$ cat src/rtl/div_8bit.sv
// Sequential unsigned restoring divider: 8-bit dividend / 5-bit divisor, one quotient bit per clock.
// Optional DIV_ZERO_DETECT_EN short-circuits a zero divisor into an immediate flagged result.
module div_8bit (
  input  logic       clk_i,
  input  logic       rst_i,
  input  logic       start_i,
  input  logic [7:0] dividend_i,
  input  logic [4:0] divisor_i,
  output logic       busy_o,
  output logic       valid_o,
  output logic [7:0] quotient_o,
  output logic [4:0] remainder_o,
  output logic       div0_o
);

  typedef enum logic {IDLE, CALC} state_t;

  state_t state;
  state_t state_next;

  logic [7:0] dividend_sr;
  logic [4:0] divisor_r;
  logic [5:0] rem_r;
  logic [7:0] quo_sr;
  logic [2:0] count;

  logic accept;
  logic step;
  logic finish;
`ifdef DIV_ZERO_DETECT_EN
  logic zero_accept;
`endif

  logic [5:0] rem_shift;
  logic [6:0] trial;
  logic       q_bit;
  logic [5:0] rem_next;
  logic [7:0] quo_next;

  always_ff @(posedge clk_i or posedge rst_i) begin
    if (rst_i) begin
      state <= IDLE;
    end else begin
      state <= state_next;
    end
  end

  always_comb begin
    state_next = state;
    case (state)
      IDLE: if (accept) state_next = CALC;
      CALC: if (finish) state_next = IDLE;
      default: state_next = IDLE;
    endcase
  end

  always_comb begin
    busy_o = 1'b0;
    accept = 1'b0;
    step   = 1'b0;
    finish = 1'b0;
`ifdef DIV_ZERO_DETECT_EN
    zero_accept = 1'b0;
`endif
    case (state)
      IDLE: begin
`ifdef DIV_ZERO_DETECT_EN
        if (start_i && divisor_i == 5'd0) begin
          zero_accept = 1'b1;
        end else begin
          accept = start_i;
        end
`else
        accept = start_i;
`endif
      end
      CALC: begin
        busy_o = 1'b1;
        step   = 1'b1;
        finish = (count == 3'd7);
      end
      default: begin
        busy_o = 1'b0;
      end
    endcase
  end

  // One restoring step: a negative 7-bit trial difference means the divisor did not fit.
  always_comb begin
    rem_shift = {rem_r[4:0], dividend_sr[7]};
    trial     = {1'b0, rem_shift} - {2'b00, divisor_r};
    q_bit     = ~trial[6];
    rem_next  = q_bit ? trial[5:0] : rem_shift;
    quo_next  = {quo_sr[6:0], q_bit};
  end

  always_ff @(posedge clk_i or posedge rst_i) begin
    if (rst_i) begin
      dividend_sr <= 8'h00;
      divisor_r   <= 5'h00;
      rem_r       <= 6'h00;
      quo_sr      <= 8'h00;
      count       <= 3'd0;
      valid_o     <= 1'b0;
      quotient_o  <= 8'h00;
      remainder_o <= 5'h00;
    end else begin
      valid_o <= 1'b0;
      if (accept) begin
        dividend_sr <= dividend_i;
        divisor_r   <= divisor_i;
        rem_r       <= 6'h00;
        quo_sr      <= 8'h00;
        count       <= 3'd0;
      end
      if (step) begin
        dividend_sr <= {dividend_sr[6:0], 1'b0};
        rem_r       <= rem_next;
        quo_sr      <= quo_next;
        count       <= count + 3'd1;
      end
      if (finish) begin
        quotient_o  <= quo_next;
        remainder_o <= rem_next[4:0];
        valid_o     <= 1'b1;
      end
`ifdef DIV_ZERO_DETECT_EN
      if (zero_accept) begin
        quotient_o  <= 8'hFF;
        remainder_o <= dividend_i[4:0];
        valid_o     <= 1'b1;
      end
`endif
    end
  end

`ifdef DIV_ZERO_DETECT_EN
  // The flag is held with the result and only changes when a new result is produced.
  always_ff @(posedge clk_i or posedge rst_i) begin
    if (rst_i) begin
      div0_o <= 1'b0;
    end else if (zero_accept) begin
      div0_o <= 1'b1;
    end else if (finish) begin
      div0_o <= 1'b0;
    end
  end
`else
  assign div0_o = 1'b0;
`endif

endmodule
$ cat config.mk
export PLATFORM = sky130hd
export DESIGN_NAME = div_8bit
export DESIGN_NICKNAME = d
export VERILOG_FILES = /design/src/rtl/div_8bit.sv
export SDC_FILE = /design/constraint.sdc
export NUM_CORES = 1
export LEC_CHECK = 0
export CORE_AREA = 2 2 63 65
export CTS_CLUSTER_DIAMETER = 100
export DETAILED_ROUTE_END_ITERATION = 10
export DIE_AREA = 0 0 65 67
export DONT_BUFFER_PORTS = 1
export PLACE_DENSITY = 0.72
export SLEW_MARGIN = 20
export SYNTH_ARGS = -nofsm -noshare
export SYNTH_HDL_FRONTEND = slang
export SYNTH_SLANG_ARGS = --single-unit
$ cat constraint.sdc
create_clock -name clk_i -period 1.9 [get_ports clk_i]
set_input_delay 0.57 -clock clk_i [delete_from_list [all_inputs] [get_ports clk_i]]
set_output_delay 0.57 -clock clk_i [all_outputs]
set_load 0.01 [all_outputs]
==> results of run 1 <==
## metal layers
metal	part of all wire (%)	GRT usage [%]
met4	3.9	12.2
met3	4.0	5.41
met1	41	22.4
met2	51	31.4
met5	0	0
## final cells by class
type / count / area, sq um
flip-flops and latches: 43 / 1080
inverters: 9 / 33.8
repair buffers: 8 / 63.8
multi-input cells: 114 / 850
clock buffers: 6 / 72.6
fillers: 305 / 1450
well taps: 48 / 60.1
## synthesized netlist by cell type (2+ instances only)
library cell	number	share of area (%)
o21ai_0	24	6.2
nor3_1	2	0.52
xor2_1	2	0.91
dfrtp_1	43	56
mux2i_1	11	5.7
nand2_1	36	7.0
a22o_1	4	1.8
nor2_1	4	0.78
ha_1	7	4.5
inv_1	9	1.8
clkbuf_1	3	0.58
buf_2	4	1.0
mux2_2	10	5.8
## worst max-delay path, delay by kind of cell, from the launching register on
| family | cells | cell delay (ns) |
|---|---|---|
| buffers and inverters | 2 | 0.13 |
| muxes | 1 | 0.26 |
| AOI/OAI and AO/OA | 2 | 0.52 |
| DFF | 1 | 0.39 |
| and+or+nand+nor | 1 | 0.08 |
| adders and majority gates | 2 | 0.51 |
## flip-flops by register name, indices dropped and copies added, names as in the netlist, 3 cells and up
register     flops
count            3
dividend_sr      8
divisor_r        5
quo_sr           7
quotient_o       8
rem_r            5
remainder_o      5
## timing repair
item	CTS	global route
setup buffers	1	1
endpoints found under the setup margin	10	12
pin swaps	4	3
resized for setup	13	9
## cell families after synthesis
family | count (synthesis) | share of synthesized area [%]
AOI/OAI and AO/OA | 38 | 13.1
xor gates and xnor gates | 2 | 0.909
adders and majority gates | 8 | 5.58
buffers and inverters | 18 | 3.96
DFF | 43 | 55.8
muxes | 21 | 11.6
other | 1 | 0.195
and+or+nand+nor | 44 | 8.90
## power by group
group          leakage (nW)  switching [mW]  internal, mW
sequential            0.531           0.362          1.35
clock                0.0371           0.277         0.245
combinational         0.430            1.06         0.926
total                 0.998            1.69          2.52
## worst paths after layout
| path | from | cells after the start | slack, ns | to |
|---|---|---|---|---|
| min in group clk_i | start_i | 1 | 0.37 | quo_sr[0]$_DFFE_PP0P_ |
| max reg2reg | dividend_sr[7]$_DFFE_PP0P_ | 8 | -0.10 | remainder_o[4]$_DFFE_PP0P_ |
| max in group asynchronous | rst_i | 2 | 1.22 | dividend_sr[1]$_DFFE_PP0P_ |
| min reg2reg | dividend_sr[3]$_DFFE_PP0P_ | 2 | 0.50 | dividend_sr[4]$_DFFE_PP0P_ |
| min | rst_i | 2 | 0.31 | remainder_o[2]$_DFFE_PP0P_ |
| max | dividend_sr[7]$_DFFE_PP0P_ | 8 | -0.10 | remainder_o[4]$_DFFE_PP0P_ |
## metrics by stage
| step | cells | utilization [%] | setup WS [ns] | hold WS [ns] |
|---|---|---|---|---|
| after floorplan | 175 | - | -0.0253 | 0.449 |
| after global placement | 220 | 55.2 | -0.0848 | 0.471 |
| after detailed placement | 220 | 55.2 | -0.131 | 0.481 |
| after CTS | 227 | 58.4 | -0.127 | 0.327 |
| after global routing | 228 | 59.8 | -0.171 | 0.353 |
| final | 228 | 59.8 | -0.102 | 0.310 |
==> flow_summary.yaml, run 1 <==
finish:
  final_nets: 205
  mostFrequentLayoutCell: "dfrtp_1"
  stdcell_area_sq_um: 2160
  syn2layout_area_growth_pct: 11.9
  antenna-diode-count: 0
  final_cell_mix: "43 x dfrtp_1, 35 x nand2_1, 18 x o21ai_0, 10 x mux2i_1, 8 x mux2_2"
  drive_gt1_share_pct: 20.6
cts:
  cts_buffers: 5
  clock_sinks: 43
  clkTransAtPathRegs_ns: 0.08
  cts_tree: "yes"
  clockBufferDepth: 2
  clk_latency_ns: 0.28
  htreeDepth: 2
  root_buffer: "clkbuf_8"
  hold_buffers: 0
floorplanning:
  die_area_sq_um: 4360
  die_w_microns: 65
  num_rows: 22
  coreArea_sq_um: 3610
  start_util_pct: 53.4
  io_pins: 32
  fp.dieH_microns: 67
worst_setup_path:
  path_common_cell: "inv_2"
  endpoint_kind: "register"
  worstPathCellList: "inv_2 > ha_4 > inv_2 > fa_2 > a21o_1 > a2111oi_4 > nor3_2 > mux2_4"
  cp.arrival_ns: 2.18
  cp_slowest_stage_delay_ns: 0.39
  cpMaxStageDelayCell: "dfrtp_1"
  path_max_fanout: 3
  crit_required_ns: 2.08
  worstSetupPathType: "register to register"
  cp-start-kind: "register"
synthesis:
  ys_types: 29
  synth_cells: 175
  synth_edf_count: 0
  synth_ff_type: "dfrtp_1"
  synthArstFlopShare_pct: 100
  syn_area_sq_um: 1930
  ys_seq_elements: 43
  ys_seq_area_share_pct: 55.8
  synth_area_per_cell_sq_um: 11.0
  synth_nets: 199
  synth_warnings: 0
sta:
  fmax_ghz: 0.499
  worst_pin_slew_ns: 0.597
  slew-limit-headroom_pct: 60.0
  final_max_slew_viol_count: 0
  finalSetupViolCount: 6
  period_needed_ns: 2.00
  final.period_utilization_pct: 105
  rsz0062_at_grt: "yes"
  tns_ns: -0.344
  fin_ws_ns: -0.102
  hold_viol_final: 0
  finalClockSkew_ns: 0.00478
global_route:
  antenna_found_initial: 0
  grt_max_degree: 44
  grt.total_usage_pct: 19.3
  grt_pass1_vias: 1340
  grt_pass1_wl_microns: 6110
  grt_overflow: 0
detailed_routing:
  drt-wirelength-per-cell_microns: 16.8
  via_count: 1281
  ant_nets: 0
  routed_wl_microns: 3830
  first_pass_iters: 4
  first_iter_violations: 31
  drcViolationCount: 0
  vias_per_cell: 5.62
outcome:
  violations: "setup timing"
  status: "complete, but fails checks"
placed_design:
  place_area_sq_um: 1990
  hpwlAfterDp_microns: 2570
  place_congestion: 0.883
  placement.io_buffers: 0
power_and_ir_drop:
  vdd_ir_drop_max_mv: 0.838
  p_leak_nw: 0.998
  total_power_mw: 4.21
  powerDensity_nw_per_um2: 1950
worst_hold_path:
  min_path_type: "input pin to asynchronous set/reset pin"
run:
  drv_cap: 0
Power figures use the tool's default switching activity.
==> run 2: changes to the inputs <==
--- a/config.mk
+++ b/config.mk
@@ -5,12 +5,13 @@
 export SDC_FILE = /design/constraint.sdc
 export NUM_CORES = 1
 export LEC_CHECK = 0
+export ABC_AREA = 1
 export CORE_AREA = 2 2 63 65
 export CTS_CLUSTER_DIAMETER = 100
 export DETAILED_ROUTE_END_ITERATION = 10
 export DIE_AREA = 0 0 65 67
 export DONT_BUFFER_PORTS = 1
-export PLACE_DENSITY = 0.72
+export PLACE_DENSITY = 0.73
 export SLEW_MARGIN = 20
 export SYNTH_ARGS = -nofsm -noshare
 export SYNTH_HDL_FRONTEND = slang
==> run 2 against run 1 <==
Net effect:
- the run now ends clean
- sequential share of layout area is 0.97 points higher
- via count is 2.7% higher
- register-to-register slack better by 0.25 ns
- combinational power is 6% lower
- largest power group unchanged
- sequential power is 4% lower
- critical endpoint is now remainder_o[3]$_DFFE_PP0P_
- clock skew is 0.0030 ns higher
- core utilization is 1.1 points lower
- highest routed layer unchanged
- synthesized cell count is 19% higher
==> flow_summary.yaml, run 2 <==
power_and_ir_drop:
  vdd_ir_drop_max_mv: 0.825
  total_power_mw: 4.21
  powerDensity_nw_per_um2: 1990
  p_leak_nw: 1.08
detailed_routing:
  drt-wirelength-per-cell_microns: 13.0
  routed_wl_microns: 3390
  via_count: 1315
  first_iter_violations: 135
  first_pass_iters: 4
  drcViolationCount: 0
  ant_nets: 0
  vias_per_cell: 5.04
worst_setup_path:
  worstSetupPathType: "register to register"
  crit_required_ns: 2.09
  crit_cells: 12
  worstRegToRegCells: 12
  path_max_fanout: 6
  cp.arrival_ns: 1.95
  critPathTopFamily: "simple AND/OR/NAND/NOR gates"
  worstPathCellList: "inv_1 > ha_1 > inv_1 > fa_1 > nand2_1 > nand2_2 > nand3_4 > nand2_4 > nand2_2 > nand2_2 > nand2_1 > nand2_1"
  cp-start-kind: "register"
  cp_slowest_stage_delay_ns: 0.38
  cpMaxStageDelayCell: "fa_1"
  endpoint_kind: "register"
  path_buf_inv: 2
global_route:
  antenna_found_initial: 0
  grt_max_degree: 44
  grt_overflow: 0
  grt_pass1_vias: 1288
  grt_pass1_wl_microns: 5900
  grt.total_usage_pct: 18.1
finish:
  fin_cells: 261
  mostFrequentLayoutCell: "nand2_1"
  drive_gt1_share_pct: 11.3
  final_cell_mix: "68 x nand2_1, 43 x dfrtp_1, 20 x inv_1, 16 x nand3_1, 10 x o21ai_0"
  syn2layout_area_growth_pct: 8.47
  antenna-diode-count: 0
  largestRegisters: "dividend_sr (8), quotient_o (8), quo_sr (7)"
  final_nets: 236
  fin_util_pct: 58.6
cts:
  clockBufferDepth: 2
  cts-resized-gates: 0
  post_cts_buffers: 0
  clkTransAtPathRegs_ns: 0.08
  hold_buffers: 0
  cts_buffers: 5
  htreeDepth: 2
  clock_sinks: 43
  clk_latency_ns: 0.30
  root_buffer: "clkbuf_8"
  cts_tree: "yes"
worst_hold_path:
  min_path_type: "input pin to asynchronous set/reset pin"
sta:
  period_needed_ns: 1.76
  tns_ns: 0
  final.period_utilization_pct: 92.5
  hold_viol_final: 0
  final_max_slew_viol_count: 0
  finalSetupViolCount: 0
  rsz0062_at_grt: "no"
  fmax_ghz: 0.569
  finalClockSkew_ns: 0.00780
synthesis:
  synth.area.top_cells: "dfrtp_1 55%, nand2_1 13%, ha_1 4.5%, nand3_1 4.1%, inv_1 3.9%"
  synthArstFlopShare_pct: 100
  synth_area_per_cell_sq_um: 9.37
  synth_ff_type: "dfrtp_1"
  syn_area_sq_um: 1950
  ys_seq_elements: 43
  synth_top_area_cell: "dfrtp_1"
  synth_edf_count: 0
  synth_warnings: 0
  ys_types: 27
  synth_common_cells: "68 x nand2_1, 43 x dfrtp_1, 20 x inv_1, 16 x nand3_1, 10 x o21ai_0"
  yosysTopAreaCellShare_pct: 55.2
  synth_nets: 232
  synth_cells: 208
  ys_seq_area_share_pct: 55.2
  synth_most_common_cell: "nand2_1"
placed_design:
  hpwlAfterDp_microns: 2370
  place_congestion: 0.865
  numPlacedInstances: 253
  placement.io_buffers: 0
floorplanning:
  die_area_sq_um: 4360
  coreArea_sq_um: 3610
  die_w_microns: 65
  start_util_pct: 54.1
  num_rows: 22
  io_pins: 32
  fp.dieH_microns: 67
run:
  drv_cap: 0
outcome:
  status: "complete, no violations"
run 2: through the flow:
stage / setup WS [ns] / instance area [sq um] / hold WS [ns]
floorplan: 0.288 / 1950 / 0.453
global route: 0.00848 / 2110 / 0.213
finish: 0.143 / 2110 / 0.210
global placement: 0.231 / 2000 / 0.470
CTS: 0.145 / 2110 / 0.212
detailed placement: 0.170 / 2000 / 0.483
run 2: logic make-up after synthesis:
logic type,Yosys count,share of synthesized area [%]
simple gates,99,23.6
flops,43,55.2
buf+inv,29,6.93
compound gates,28,8.60
fa+ha+maj,8,5.52
other cells,1,0.192
run 2: cell type report:
class | instances | area [sq um]
fill | 324 | 1490
sequential | 43 | 1080
multi-input combinational | 136 | 738
inverter | 22 | 85.1
clock buffer | 5 | 68.8
tap | 48 | 60.1
clock inverter | 3 | 43.8
timing repair buffer | 4 | 42.5
run 2: final timing paths:
kind | startpoint | endpoint | slack [ns]
setup / recovery | dividend_sr[7]$_DFFE_PP0P_ | remainder_o[3]$_DFFE_PP0P_ | 0.14
hold / removal | rst_i | quotient_o[7]$_DFFE_PP0P_ | 0.21
setup reg to reg | dividend_sr[7]$_DFFE_PP0P_ | remainder_o[3]$_DFFE_PP0P_ | 0.14
hold reg to reg | divisor_r[0]$_DFFE_PP0P_ | divisor_r[0]$_DFFE_PP0P_ | 0.50
max in group asynchronous | rst_i | rem_r[2]$_DFFE_PP0P_ | 1.48
min in group clk_i | dividend_i[5] | dividend_sr[5]$_DFFE_PP0P_ | 0.39
run 2: power breakdown:
part / switching (mW) / internal, mW
clock: 0.309 / 0.391
sequential: 0.307 / 1.35
combinational: 1.13 / 0.735
run 2: routing by layer:
| metal | global-route usage (%) | up-vias | wire length [microns] |
|---|---|---|---|
| li1 | - | 673 | - |
| met1 | 23.8 | 599 | 1650 |
| met2 | 27.1 | 38 | 1450 |
| met3 | 7.09 | 5 | 244 |
| met4 | 6.38 | 0 | 49 |
| met5 | 0 | - | 0 |
